===== config.mk =====
export PLATFORM = sky130hd
export DESIGN_NAME = tile_place_executor
export DESIGN_NICKNAME = d
export VERILOG_FILES = /design/src/rtl/tile_place_executor.sv
export SDC_FILE = /design/constraint.sdc
export NUM_CORES = 1
export LEC_CHECK = 0
export CAP_MARGIN = 15
export CORE_ASPECT_RATIO = 0.9
export CORE_MARGIN = 3
export CORE_UTILIZATION = 35
export DETAILED_ROUTE_END_ITERATION = 6
export PLACE_DENSITY = 0.57
export SYNTH_ARGS = -nofsm -noshare
export SYNTH_HDL_FRONTEND = slang
export SYNTH_SLANG_ARGS = --single-unit

===== constraint.sdc =====
create_clock -name clk_i -period 4.4 [get_ports clk_i]
set_input_delay 0.88 -clock clk_i [delete_from_list [all_inputs] [get_ports clk_i]]
set_output_delay 0.88 -clock clk_i [all_outputs]
set_load 0.01 [all_outputs]

===== src/rtl/tile_place_executor.sv =====
// tile_place_executor
// Takes one tetromino request, reads the four board rows covered by the
// tile's 4x4 box through a synchronous row-memory port, checks for collision
// against occupied cells and the board edges, and then merges the tile into
// the board (mode 1) or erases it from the board (mode 2).
//
// Ports:
//   clk_i, reset_i      clock (rising edge), asynchronous active-low reset
//   v_i / ready_o       request handshake, accepted when v_i & ready_o
//   pos_x_i, pos_y_i    left column / top row of the tile's 4x4 box
//   shape_type_i        0=I 1=O 2=T 3=S 4=Z 5=J 6=L 7=invalid
//   rot_i               rotation 0..3, clockwise
//   mode_i              0=check 1=check-and-place 2=erase 3=check
//   read_addr_o         board row read address (data returns one cycle later)
//   read_data_i         board row data
//   write_v_o           row write strobe, with write_addr_o / write_data_o
//   done_v_o            one-cycle completion pulse
//   collide_o           result, held until the next accepted request
//
// Optional feature: define TILE_EXEC_EARLY_ABORT_EN to stop reading at the
// first detected collision and complete the cycle after that row's capture.

module tile_place_executor #(
  parameter int height_p = 32,
  parameter int width_p  = 16
) (
  input  logic                        clk_i,
  input  logic                        reset_i,
  input  logic                        v_i,
  output logic                        ready_o,
  input  logic [$clog2(width_p)-1:0]  pos_x_i,
  input  logic [$clog2(height_p)-1:0] pos_y_i,
  input  logic [2:0]                  shape_type_i,
  input  logic [1:0]                  rot_i,
  input  logic [1:0]                  mode_i,
  output logic [$clog2(height_p)-1:0] read_addr_o,
  input  logic [width_p-1:0]          read_data_i,
  output logic                        write_v_o,
  output logic [$clog2(height_p)-1:0] write_addr_o,
  output logic [width_p-1:0]          write_data_o,
  output logic                        done_v_o,
  output logic                        collide_o
);

  localparam int XW = $clog2(width_p);
  localparam int YW = $clog2(height_p);

  typedef enum logic [1:0] {eIDLE, eREAD, eWRITE, eDONE} state_e;

  state_e             state_q, state_d;
  logic [2:0]         cnt_q, cnt_d;
  logic [XW-1:0]      pos_x_q;
  logic [YW-1:0]      pos_y_q;
  logic [1:0]         mode_q;
  logic [15:0]        mask_q;
  logic               collide_q;
  logic [width_p-1:0] row_buf [4];

  // SRS 4x4 boxes as {row3,row2,row1,row0}; bit c of a row is column pos_x+c.
  function automatic logic [15:0] shape_mask(input logic [2:0] s, input logic [1:0] r);
    logic [15:0] m;
    m = 16'h0000;
    case (s)
      3'd0: case (r)
        2'd0: m = {4'b0000, 4'b0000, 4'b1111, 4'b0000};
        2'd1: m = {4'b0100, 4'b0100, 4'b0100, 4'b0100};
        2'd2: m = {4'b0000, 4'b1111, 4'b0000, 4'b0000};
        default: m = {4'b0010, 4'b0010, 4'b0010, 4'b0010};
      endcase
      3'd1: m = {4'b0000, 4'b0000, 4'b0110, 4'b0110};
      3'd2: case (r)
        2'd0: m = {4'b0000, 4'b0000, 4'b0111, 4'b0010};
        2'd1: m = {4'b0000, 4'b0010, 4'b0110, 4'b0010};
        2'd2: m = {4'b0000, 4'b0010, 4'b0111, 4'b0000};
        default: m = {4'b0000, 4'b0010, 4'b0011, 4'b0010};
      endcase
      3'd3: case (r)
        2'd0: m = {4'b0000, 4'b0000, 4'b0011, 4'b0110};
        2'd1: m = {4'b0000, 4'b0100, 4'b0110, 4'b0010};
        2'd2: m = {4'b0000, 4'b0011, 4'b0110, 4'b0000};
        default: m = {4'b0000, 4'b0010, 4'b0011, 4'b0001};
      endcase
      3'd4: case (r)
        2'd0: m = {4'b0000, 4'b0000, 4'b0110, 4'b0011};
        2'd1: m = {4'b0000, 4'b0010, 4'b0110, 4'b0100};
        2'd2: m = {4'b0000, 4'b0110, 4'b0011, 4'b0000};
        default: m = {4'b0000, 4'b0001, 4'b0011, 4'b0010};
      endcase
      3'd5: case (r)
        2'd0: m = {4'b0000, 4'b0000, 4'b0111, 4'b0001};
        2'd1: m = {4'b0000, 4'b0010, 4'b0010, 4'b0110};
        2'd2: m = {4'b0000, 4'b0100, 4'b0111, 4'b0000};
        default: m = {4'b0000, 4'b0011, 4'b0010, 4'b0010};
      endcase
      3'd6: case (r)
        2'd0: m = {4'b0000, 4'b0000, 4'b0111, 4'b0100};
        2'd1: m = {4'b0000, 4'b0110, 4'b0010, 4'b0010};
        2'd2: m = {4'b0000, 4'b0001, 4'b0111, 4'b0000};
        default: m = {4'b0000, 4'b0010, 4'b0010, 4'b0011};
      endcase
      default: m = 16'h0000;
    endcase
    return m;
  endfunction

  // Mask row placed on the board; the top four bits are columns past the right edge.
  function automatic logic [width_p+3:0] shift_row(input logic [3:0] m, input logic [XW-1:0] x);
    return {{width_p{1'b0}}, m} << x;
  endfunction

  // Board row of box row r, one bit wider so rows past the bottom are visible.
  function automatic logic [YW:0] row_y(input logic [1:0] r);
    return {1'b0, pos_y_q} + (YW+1)'(r);
  endfunction

  logic               accept;
  logic               capture_v;
  logic [1:0]         cap_row;
  logic [3:0]         cap_mask;
  logic [YW:0]        cap_y;
  logic               cap_in;
  logic [width_p+3:0] cap_shift;
  logic               row_hit;
  logic [YW:0]        rd_y;
  logic [1:0]         wr_row;
  logic [3:0]         wr_mask;
  logic [YW:0]        wr_y;
  logic               wr_in;
  logic [width_p+3:0] wr_shift;

  // Collision check on the row whose data is arriving this cycle; the row
  // read when cnt was k is on read_data_i while cnt is k+1.
  always_comb begin
    accept    = v_i & ready_o;
    capture_v = (state_q == eREAD) && (cnt_q != 3'd0);
    cap_row   = cnt_q[1:0] - 2'd1;
    cap_mask  = mask_q[{cap_row, 2'b00} +: 4];
    cap_y     = row_y(cap_row);
    cap_in    = cap_y < (YW+1)'(height_p);
    cap_shift = shift_row(cap_mask, pos_x_q);
    row_hit   = capture_v && (mode_q != 2'd2) &&
                ((|cap_shift[width_p+3:width_p]) ||
                 (!cap_in && (|cap_mask)) ||
                 (cap_in && (|(cap_shift[width_p-1:0] & read_data_i))));
  end

  // Memory-facing outputs; rows past the bottom read address 0 and are never written.
  always_comb begin
    rd_y         = row_y(cnt_q[1:0]);
    wr_row       = cnt_q[1:0];
    wr_mask      = mask_q[{wr_row, 2'b00} +: 4];
    wr_y         = row_y(wr_row);
    wr_in        = wr_y < (YW+1)'(height_p);
    wr_shift     = shift_row(wr_mask, pos_x_q);
    ready_o      = (state_q == eIDLE) || (state_q == eDONE);
    done_v_o     = (state_q == eDONE);
    collide_o    = collide_q;
    read_addr_o  = '0;
    write_v_o    = 1'b0;
    write_addr_o = '0;
    write_data_o = '0;
    if ((state_q == eREAD) && !cnt_q[2] && (rd_y < (YW+1)'(height_p)))
      read_addr_o = rd_y[YW-1:0];
    if (state_q == eWRITE) begin
      write_v_o    = (|wr_mask) && wr_in;
      write_addr_o = wr_in ? wr_y[YW-1:0] : '0;
      write_data_o = (mode_q == 2'd2) ? (row_buf[wr_row] & ~wr_shift[width_p-1:0])
                                      : (row_buf[wr_row] |  wr_shift[width_p-1:0]);
    end
  end

  // Sequencing: four reads plus one extra cycle to capture the last row,
  // then either four write slots or straight to completion.
  always_comb begin
    state_d = state_q;
    cnt_d   = cnt_q;
    case (state_q)
      eIDLE, eDONE: begin
        state_d = eIDLE;
        cnt_d   = 3'd0;
        if (accept)
          state_d = (shape_type_i == 3'd7) ? eDONE : eREAD;
      end
      eREAD: begin
        cnt_d = cnt_q + 3'd1;
`ifdef TILE_EXEC_EARLY_ABORT_EN
        if (row_hit) begin
          state_d = eDONE;
          cnt_d   = 3'd0;
        end else
`endif
        if (cnt_q == 3'd4) begin
          cnt_d = 3'd0;
          if ((mode_q == 2'd2) || ((mode_q == 2'd1) && !(collide_q | row_hit)))
            state_d = eWRITE;
          else
            state_d = eDONE;
        end
      end
      eWRITE: begin
        cnt_d = cnt_q + 3'd1;
        if (cnt_q == 3'd3) begin
          cnt_d   = 3'd0;
          state_d = eDONE;
        end
      end
      default: begin
        state_d = eIDLE;
        cnt_d   = 3'd0;
      end
    endcase
  end

  // State register.
  always_ff @(posedge clk_i or negedge reset_i) begin
    if (!reset_i) begin
      state_q <= eIDLE;
      cnt_q   <= 3'd0;
    end else begin
      state_q <= state_d;
      cnt_q   <= cnt_d;
    end
  end

  // Request latch, row buffer and sticky collision flag.
  always_ff @(posedge clk_i or negedge reset_i) begin
    if (!reset_i) begin
      pos_x_q   <= '0;
      pos_y_q   <= '0;
      mode_q    <= 2'd0;
      mask_q    <= 16'h0000;
      collide_q <= 1'b0;
      for (int i = 0; i < 4; i++) row_buf[i] <= '0;
    end else begin
      if (accept) begin
        pos_x_q   <= pos_x_i;
        pos_y_q   <= pos_y_i;
        mode_q    <= mode_i;
        mask_q    <= shape_mask(shape_type_i, rot_i);
        collide_q <= (shape_type_i == 3'd7);
      end else if (row_hit) begin
        collide_q <= 1'b1;
      end
      if (capture_v)
        row_buf[cap_row] <= read_data_i;
    end
  end

endmodule


==> results.cfg, run 1 <==
[synthesis]
netlist_area_um2 = 5990
synth_nets = 625
syn_area_per_cell_um2 = 10.5
yosysWarnings = 0
ys_types = 60
synth-edff-count = 0
syn_inst = 569
yosys_most_used_dff = dfrtp_1
ys_seq_area_frac = 0.392
async_flop_share = 1.00
ys_seq_elements = 94

[sta]
fmaxAchievable_ghz = 0.246
relSlewSlack = 0.318
finalClockSkew_ps = 5.76
tightest_slew_ps = 1020
finalSetupViolCount = 0
layout_setup_ws_ps = 342
drv_slew = 0
setup-tns-final_ps = 0
layout_min_cycle_time_ps = 4060
rsz0062_at_grt = no
finalCritPeriodShare = 0.922
finalHoldViolations = 0

[placement]
dp_slack_ps = 725
gp_congestion = 0.849
place_hpwl_um = 11200
dpl_cell_area_um2 = 6810
portBuffers = 64

[floorplan]
die_h_um = 130
core_area_um2 = 16500
num_rows = 44
die_area_um2 = 18700
pin_count = 65
start_util = 0.364
die_w_um = 144

[detailed_routing]
drc = 0
vias = 4658
drtIter0Drc = 336
routed_wl_um = 15400
routedWlPerCell_um = 18.6
vias_per_cell = 5.60
antenna_left = 0
drt_pre_antenna_iters = 5

[hold_path]
min_from = row_buf[44]$_DFFE_PN0P_
holdPathEnd = row_buf[44]$_DFFE_PN0P_
hold_class = flip-flop to flip-flop
holdPathStages = 2

[setup_path]
cp-end-kind = output port
required_ps = 3520
r2r_start = cnt_q[1]$_DFF_PN0_
arrival_ps = 3180
crit_start = cnt_q[0]$_DFF_PN0_
reg2regPathDepth = 10
r2r_slack_ps = 1390
criticalPathCategory = flip-flop to output port
startpoint_type = flip-flop
crit_fanout = 16
reg2reg_to = collide_o$_DFFE_PN0P_

[grt]
grt_pass1_wl_um = 25200
grtUsageTotal = 0.171
antenna_found_initial = 0
grt_pass1_vias = 4713
grt_max_degree = 80
overflow = 0

[cells_and_area]
multi_input_area_um2 = 3400
num_antenna_cells = 0
nets = 676
fillers = 1552
final_cell_area_um2 = 7090
drive_gt1_frac = 0.197
regArea_um2 = 2350
finish.utilization = 0.431
synthToLayoutAreaGrowth_pct = 18.3

[clock_tree]
cts_resized = 0
root_buffer = clkbuf_16
htreeDepth = 3
hold_buffers = 0
cts_sinks = 94
cts_setup_buffers = 0
cts_tree = yes
cts-buffers-inserted = 9
clk_latency_ps = 350
clkSlewWorstSetupHoldPaths_ps = 60
cts_max_path_buffers = 2

[power_and_ir_drop]
pwr-share-seq = 0.312
p_int_uw = 2790
p_switching_uw = 1800
power_leakage_uw = 0.00290
vdd_ir_drop_max_uv = 177
clockPowerShare = 0.165
p_per_area_nw_per_um2 = 647
switching_share = 0.392
p_comb_frac = 0.524

[outcome]
status = finished clean

[flow_run]
cap_violations = 0
## metrics by stage
stage	hold WS, ps	power [uW]	cells
floorplan	445	3030	569
global placement	458	3780	816
detailed placement	468	3840	816
CTS	482	4610	832
global route	504	4910	832
finish	480	4580	832
## cells in the mapped netlist (3+ instances only)
| library cell | instances | area [um2] |
|---|---|---|
| and3_1 | 3 | 18.8 |
| mux2_2 | 70 | 788 |
| o22ai_1 | 4 | 25.0 |
| a22oi_1 | 7 | 52.6 |
| ha_1 | 20 | 250 |
| nor2b_1 | 9 | 56.3 |
| buf_4 | 3 | 22.5 |
| mux2_1 | 8 | 90.1 |
| inv_1 | 15 | 56.3 |
| xor2_1 | 3 | 26.3 |
| nand4_1 | 4 | 25.0 |
| a211oi_1 | 4 | 30.0 |
| o21ai_1 | 6 | 30.0 |
| a21boi_1 | 6 | 45.0 |
| a31oi_1 | 5 | 31.3 |
| o31ai_1 | 4 | 30.0 |
| buf_2 | 6 | 30.0 |
| a21o_1 | 3 | 22.5 |
| o21bai_1 | 3 | 22.5 |
| clkbuf_1 | 21 | 78.8 |
| and2_1 | 3 | 18.8 |
| o2bb2ai_1 | 4 | 35.0 |
| nand2_1 | 63 | 236 |
| nor4_1 | 3 | 18.8 |
| dfrtp_1 | 94 | 2350 |
| nor4b_1 | 3 | 26.3 |
| nor3_1 | 9 | 45.0 |
| o211ai_1 | 3 | 22.5 |
| a211o_1 | 3 | 26.3 |
| nand3_1 | 18 | 90.1 |
| mux4_2 | 21 | 473 |
| nand2b_1 | 8 | 50.1 |
| o21ai_0 | 28 | 140 |
| nor2_1 | 37 | 139 |
| nand3b_1 | 3 | 22.5 |
| a21oi_1 | 13 | 65.1 |
| mux2i_1 | 21 | 210 |
| a221oi_1 | 3 | 26.3 |
## cells in the final DEF, fill, tap and decap left out, types with 4 or more instances in the layout
cell type and n:
o21ai_0 28, a21boi_1 6, mux4_2 21, mux2_2 70, nand3_1 18, o31ai_1 4, inv_1 15, nor2b_1 9
a31oi_1 5, a22oi_1 7, o2bb2ai_1 4, nand4_1 4, o21ai_1 6, clkbuf_16 9, nand2b_1 8, buf_4 11
dfrtp_1 93, nor3_1 9, a21oi_1 13, mux2_1 8, ha_1 20, clkdlybuf4s50_1 63, a211oi_1 4, nor2_1 37
nand2_1 63, o22ai_1 4, mux2i_1 21
## flip-flops by register name, indices dropped and copies added (netlist names)
signal / flops
row_buf: 64
mask_q: 13
pos_y_q: 5
pos_x_q: 4
cnt_q: 3
mode_q: 2
state_q: 2
collide_o: 1
## critical path: stages, from the launching register on
cell	delay, ps
dfrtp_2	560
mux4_2	590
mux2_2	300
nand2_1	70
o21ai_1	110
mux2_2	320
and2_1	170
mux2i_1	160
clkdlybuf4s50_1	560
## worst max path at each step
| stage | endpoint | slack (ps) | depth (start not counted) |
|---|---|---|---|
| 2_1_floorplan | write_data_o[4] | 1380 | 8 |
| 3_3_place_gp | write_data_o[4] | 770 | 8 |
| 3_5_place_dp | write_data_o[12] | 730 | 8 |
| 4_1_cts | write_data_o[12] | 330 | 8 |
| 5_1_grt | write_data_o[15] | 190 | 9 |
| 6_report | write_data_o[4] | 340 | 8 |
## power groups by stage
stage	combinational (uW)	sequential, uW	clock (uW)
after floorplan	1720	1310	0
after global placement	2360	1420	0
after detailed placement	2400	1440	0
after CTS	2410	1430	779
after global routing	2620	1470	815
final	2400	1430	756
## per-layer routing
| layer | wire, um | share of wire | track usage |
|---|---|---|---|
| met5 | 0 | 0 | 0 |
| met4 | 272 | 0.018 | 0.0504 |
| met3 | 856 | 0.055 | 0.0388 |
| met2 | 6920 | 0.45 | 0.258 |
| met1 | 7390 | 0.48 | 0.246 |
## cell families after synthesis
family	count (synthesis)	share of synthesized area
xor+xnor	4	0.00585
buf+inv	52	0.0405
fa+ha+maj	21	0.0451
compound gates	109	0.121
flops	94	0.392
simple gates	168	0.132
mux	121	0.263
## final cells by class
class,instances,share of cell area
multi-input combinational,423,0.479
sequential,94,0.332
timing repair buffer,74,0.101
tap,207,0.0365
clock buffer,12,0.0334
inverter,18,0.0115
clock inverter,4,0.00671
No activity file was read; power rests on OpenSTA's default activity.
==> inputs of run 2 (changes only) <==
Settings changed: CORE_UTILIZATION 35 to 62, PLACE_DENSITY 0.57 to 0.89.
==> run 2 against run 1 <==
  * Wire length down 4.6%
  * Non-clock buffer count down 3
  * Global-route usage up 11 points
  * Largest power group unchanged
==> results.cfg, run 2 (synthesis results as in run 1) <==
[floorplan]
die_area_um2 = 10900
die_h_um = 99.3
start_util = 0.648
core_area_um2 = 9250
pin_count = 65
num_rows = 33
die_w_um = 110

[sta]
fmaxAchievable_ghz = 0.240
drv_slew = 0
finalCritPeriodShare = 0.948
finalSetupViolCount = 0
finalHoldViolations = 0
timing.hold.ws_ps = 488
relSlewSlack = 0.315
setup-tns-final_ps = 0
layout_min_cycle_time_ps = 4170
finalClockSkew_ps = 8.18
rsz0062_at_grt = no
tightest_slew_ps = 1030

[cells_and_area]
largest_reg_flops = 64
num_antenna_cells = 0
top_regs = row_buf x64, mask_q x13, pos_y_q x5
most-common-layout-cells = 93 x dfrtp_1, 70 x mux2_2, 63 x nand2_1, 63 x clkdlybuf4s50_1, 37 x nor2_1
layout_commonest_cell = dfrtp_1
drive_gt1_frac = 0.198
nets = 673
max_flop_register = row_buf
synthToLayoutAreaGrowth_pct = 14.7

[flow_run]
cap_violations = 0

[clock_tree]
clkSlewWorstSetupHoldPaths_ps = 90
cts_sinks = 94
hold_buffers = 0
cts-buffers-inserted = 9
cts_resized = 0
root_buffer = clkbuf_8
clk_latency_ps = 360
cts_tree = yes
cts_setup_buffers = 0
cts_max_path_buffers = 2
htreeDepth = 3

[detailed_routing]
routed_wl_um = 14700
drt_pre_antenna_iters = 7
vias = 4804
vias_per_cell = 6.46
antenna_left = 0
drtIter0Drc = 514
routedWlPerCell_um = 19.8
drc = 0

[grt]
overflow = 0
grt_pass1_wl_um = 24200
grt_max_degree = 78
grt_pass1_vias = 4798
antenna_found_initial = 0
grtUsageTotal = 0.285

[setup_path]
required_ps = 3520
arrival_ps = 3290
cp-end-kind = output port
startpoint_type = flip-flop
crit_fanout = 11
criticalPathCategory = flip-flop to output port

[outcome]
status = finished clean

[hold_path]
hold_class = flip-flop to flip-flop

[placement]
gp_congestion = 0.926
place_hpwl_um = 10400
portBuffers = 64

[power_and_ir_drop]
power_leakage_uw = 0.00284
p_per_area_nw_per_um2 = 641
vdd_ir_drop_max_uv = 449
==> run 2: changes by cell type in the layout (fill, tap and decap cells not counted) <==
cell / previous run / this run
inv_6: 0 / 1
clkbuf_8: 0 / 9
buf_4: 11 / 8
clkinvlp_4: 1 / 2
clkinv_4: 0 / 1
clkbuf_1: 3 / 0
clkbuf_16: 9 / 0
==> run 2: layout make-up <==
cell class | instances | area [um2]
clock buffers | 9 | 124
inverters | 18 | 81.3
well taps | 122 | 153
multi-input cells | 423 | 3400
flip-flops and latches | 94 | 2350
fillers | 621 | 2370
repair buffers | 71 | 691
clock inverters | 7 | 72.6
==> run 2: worst paths after layout <==
check	start	to	slack (ps)	cells after the start
max in group asynchronous	reset_i	row_buf[37]$_DFFE_PN0P_	2930	2
min in group asynchronous	reset_i	row_buf[63]$_DFFE_PN0P_	660	1
hold / removal	row_buf[28]$_DFFE_PN0P_	row_buf[28]$_DFFE_PN0P_	490	2
hold reg to reg	row_buf[28]$_DFFE_PN0P_	row_buf[28]$_DFFE_PN0P_	490	2
setup reg to reg	cnt_q[1]$_DFF_PN0_	collide_o$_DFFE_PN0P_	970	10
setup / recovery	cnt_q[1]$_DFF_PN0_	write_data_o[14]	230	7
==> run 2: worst max-delay path, stage by stage, from the launching register on <==
cell and delay, ps:
dfrtp_1 660, mux2_1 220, a22oi_1 150, o31ai_1 670
mux2i_1 250, nor2_1 210, mux2i_1 210, clkdlybuf4s50_1 560
==> run 2: power by group <==
| group | leakage [uW] | switching [uW] | total [uW] | internal (uW) |
|---|---|---|---|---|
| clock network | 0.0000956 | 315 | 579 | 264 |
| logic | 0.00163 | 1220 | 2410 | 1180 |
| registers | 0.00111 | 273 | 1420 | 1150 |
==> run 2: routing by layer <==
metal | vias up | wire [um] | track usage | share of wire
li1 | 2183 | - | - | -
met1 | 2321 | 6220 | 0.408 | 0.42
met2 | 260 | 6950 | 0.446 | 0.47
met3 | 40 | 1240 | 0.0668 | 0.084
met4 | 0 | 325 | 0.0671 | 0.022
met5 | - | 0 | 0 | 0
==> run 2: metrics by stage <==
stage	total power (uW)	instances	instance area (um2)	utilization	worst slack, ps
CTS	4370	744	6870	0.743	360
floorplan	3030	569	5990	-	1380
finish	4410	744	6870	0.743	229
global route	4680	744	6870	0.743	153
detailed placement	3790	728	6680	0.722	740
global placement	3680	728	6680	0.722	841
==> inputs of run 3 (changes only) <==
Settings changed: ABC_AREA set to 1, CORE_MARGIN 3 to 2, CORE_UTILIZATION 62 to 61.
==> run 3 against run 2 <==
  * Wire length grew 8.1%
  * Sequential cell count unchanged
  * Worst hold slack got worse by 1.6 ps
  * Critical path depth is 4 higher
  * Power rose by 2.9%
  * Critical path type unchanged
  * Largest power group unchanged
==> results.cfg, run 3 <==
[grt]
grt_max_degree = 63
antenna_found_initial = 0
grt_pass1_vias = 5412
grt_pass1_wl_um = 26300
overflow = 0
grtUsageTotal = 0.332

[flow_run]
cap_violations = 0

[power_and_ir_drop]
p_comb_frac = 0.536
power_leakage_uw = 0.00310
vdd_ir_drop_max_uv = 443
p_int_uw = 2400
pwr-share-seq = 0.333
clockPowerShare = 0.130
p_switching_uw = 2130
switching_share = 0.470
p_per_area_nw_per_um2 = 692

[outcome]
status = finished clean

[sta]
layout_min_cycle_time_ps = 4100
rsz0062_at_grt = no
setup-tns-final_ps = 0
finalClockSkew_ps = 11.8
finalCritPeriodShare = 0.932
timing.hold.ws_ps = 487
finalSetupViolCount = 0
drv_slew = 0
finalHoldViolations = 0
tightest_slew_ps = 1150
relSlewSlack = 0.234
fmaxAchievable_ghz = 0.244

[cells_and_area]
most-common-layout-cells = 202 x nand2_1, 132 x o21ai_0, 94 x dfrtp_1, 63 x clkdlybuf4s50_1
synthToLayoutAreaGrowth_pct = 15.7
num_antenna_cells = 0
fillers = 756
layout_commonest_cell = nand2_1
largest_reg_flops = 64
multi_input_area_um2 = 2890
drive_gt1_frac = 0.0606
top_regs = row_buf x64, mask_q x13, pos_y_q x5
regArea_um2 = 2350
nets = 876
final_cell_area_um2 = 6560
max_flop_register = row_buf

[setup_path]
required_ps = 3520
reg2reg_to = state_q[0]$_DFFE_PN0P_
cp-end-kind = output port
r2r_start = cnt_q[0]$_DFF_PN0_
crit_fanout = 27
reg2regPathDepth = 22
arrival_ps = 3220
r2r_slack_ps = 1110
startpoint_type = flip-flop
criticalPathCategory = flip-flop to output port

[floorplan]
pin_count = 65
start_util = 0.624
die_h_um = 95.4
num_rows = 33
die_area_um2 = 10100
die_w_um = 106
core_area_um2 = 9080

[synthesis]
syn_area_per_cell_um2 = 7.31
synth-edff-count = 0
yosysMostFrequentCell = nand2_1
ys_seq_area_frac = 0.415
synth_compound_area_frac = 0.204
synthMuxAreaShare = 0
yosys_most_used_dff = dfrtp_1
ys_seq_elements = 94
async_flop_share = 1.00
synth.area.top_cells = dfrtp_1 42%, nand2_1 13%, o21ai_0 12%
synth_top_area_frac = 0.415
synth_xor_area_frac = 0.00464
yosysTopAreaCell = dfrtp_1
yosysWarnings = 0
netlist_area_um2 = 5660
ys_types = 42
yosys-top-cells-count = 202 x nand2_1, 132 x o21ai_0, 94 x dfrtp_1, 62 x inv_1, 62 x nor2_1
synth_fa_ha_area_frac = 0.0477
synthSimpleGateAreaFrac = 0.253
synth_nets = 831
synth_top_family_by_area = simple AND/OR/NAND/NOR gates
syn_inst = 775

[detailed_routing]
drtIter0Drc = 634
routedWlPerCell_um = 16.8
vias = 5712
vias_per_cell = 6.03
drc = 0
drt_pre_antenna_iters = 7
antenna_left = 0
routed_wl_um = 15900

[hold_path]
holdPathEnd = row_buf[31]$_DFFE_PN0P_
min_from = row_buf[31]$_DFFE_PN0P_
holdPathStages = 2
hold_class = flip-flop to flip-flop

[clock_tree]
hold_buffers = 0
cts_max_path_buffers = 2
cts-buffers-inserted = 9
cts_resized = 0
cts_tree = yes
cts_sinks = 94
htreeDepth = 3
cts_setup_buffers = 0
clk_latency_ps = 380
clkSlewWorstSetupHoldPaths_ps = 90
root_buffer = clkbuf_8

[placement]
dpl_cell_area_um2 = 6360
place_hpwl_um = 11500
gp_congestion = 1.05
portBuffers = 64
-- run 3: per-stage QoR --
step | cells | worst slack (ps) | power [uW] | utilization
global route | 947 | 138 | 4900 | 0.722
floorplan | 775 | 1470 | 3070 | -
CTS | 947 | 375 | 4490 | 0.722
detailed placement | 931 | 805 | 3900 | 0.700
global placement | 931 | 918 | 3810 | 0.700
finish | 947 | 300 | 4540 | 0.722
-- run 3: how the worst max path moves through the flow --
stage                             from                     end  slack (ps)  cells past startpoint
finish              cnt_q[0]$_DFF_PN0_         write_data_o[1]         300                     11
floorplan           cnt_q[0]$_DFF_PN0_  state_q[0]$_DFFE_PN0P_        1470                     24
global placement    cnt_q[0]$_DFF_PN0_         write_data_o[1]         920                     11
detailed placement  cnt_q[0]$_DFF_PN0_         write_data_o[1]         800                     11
CTS                 cnt_q[0]$_DFF_PN0_        write_data_o[12]         370                     10
global route        cnt_q[0]$_DFF_PN0_         write_data_o[1]         140                     11
-- run 3: power by group through the flow --
| stage | sequential, uW | combinational (uW) | clock (uW) |
|---|---|---|---|
| 6_report | 1510 | 2430 | 590 |
| 5_1_grt | 1560 | 2720 | 624 |
| 3_3_place_gp | 1490 | 2310 | 0 |
| 2_1_floorplan | 1400 | 1670 | 0 |
| 4_1_cts | 1500 | 2400 | 594 |
| 3_5_place_dp | 1510 | 2390 | 0 |
-- run 3: kinds of logic after synthesis --
family	after synthesis
adder cells (fa/ha/maj)	21
AO/OA/AOI/OAI	208
XOR/XNOR	3
buffers and inverters	109
AND/OR/NAND/NOR	340
flip-flops	94
-- run 3: critical path, cell delays in order, from the launching register on --
cell and delay [ps]:
dfrtp_1 500, buf_4 330, a21oi_1 100, o21ai_0 130
nand2_1 120, nand2_1 70, o21ai_0 130, or2_1 280
nor3_1 250, a21oi_1 70, a211oi_1 240, clkdlybuf4s50_1 590
-- run 3: routing by layer --
| metal | vias up | GRT usage | share of wire |
|---|---|---|---|
| li1 | 2672 | - | - |
| met1 | 2701 | 0.447 | 0.42 |
| met2 | 308 | 0.543 | 0.47 |
| met3 | 31 | 0.0615 | 0.090 |
| met4 | 0 | 0.118 | 0.021 |
| met5 | - | 0 | 0 |
-- run 3: area by class of cell --
class | count | area share
clock inverters | 7 | 0.0111
inverters | 70 | 0.0401
flip-flops and latches | 94 | 0.359
multi-input cells | 572 | 0.440
well taps | 122 | 0.0233
clock buffers | 9 | 0.0189
repair buffers | 73 | 0.108
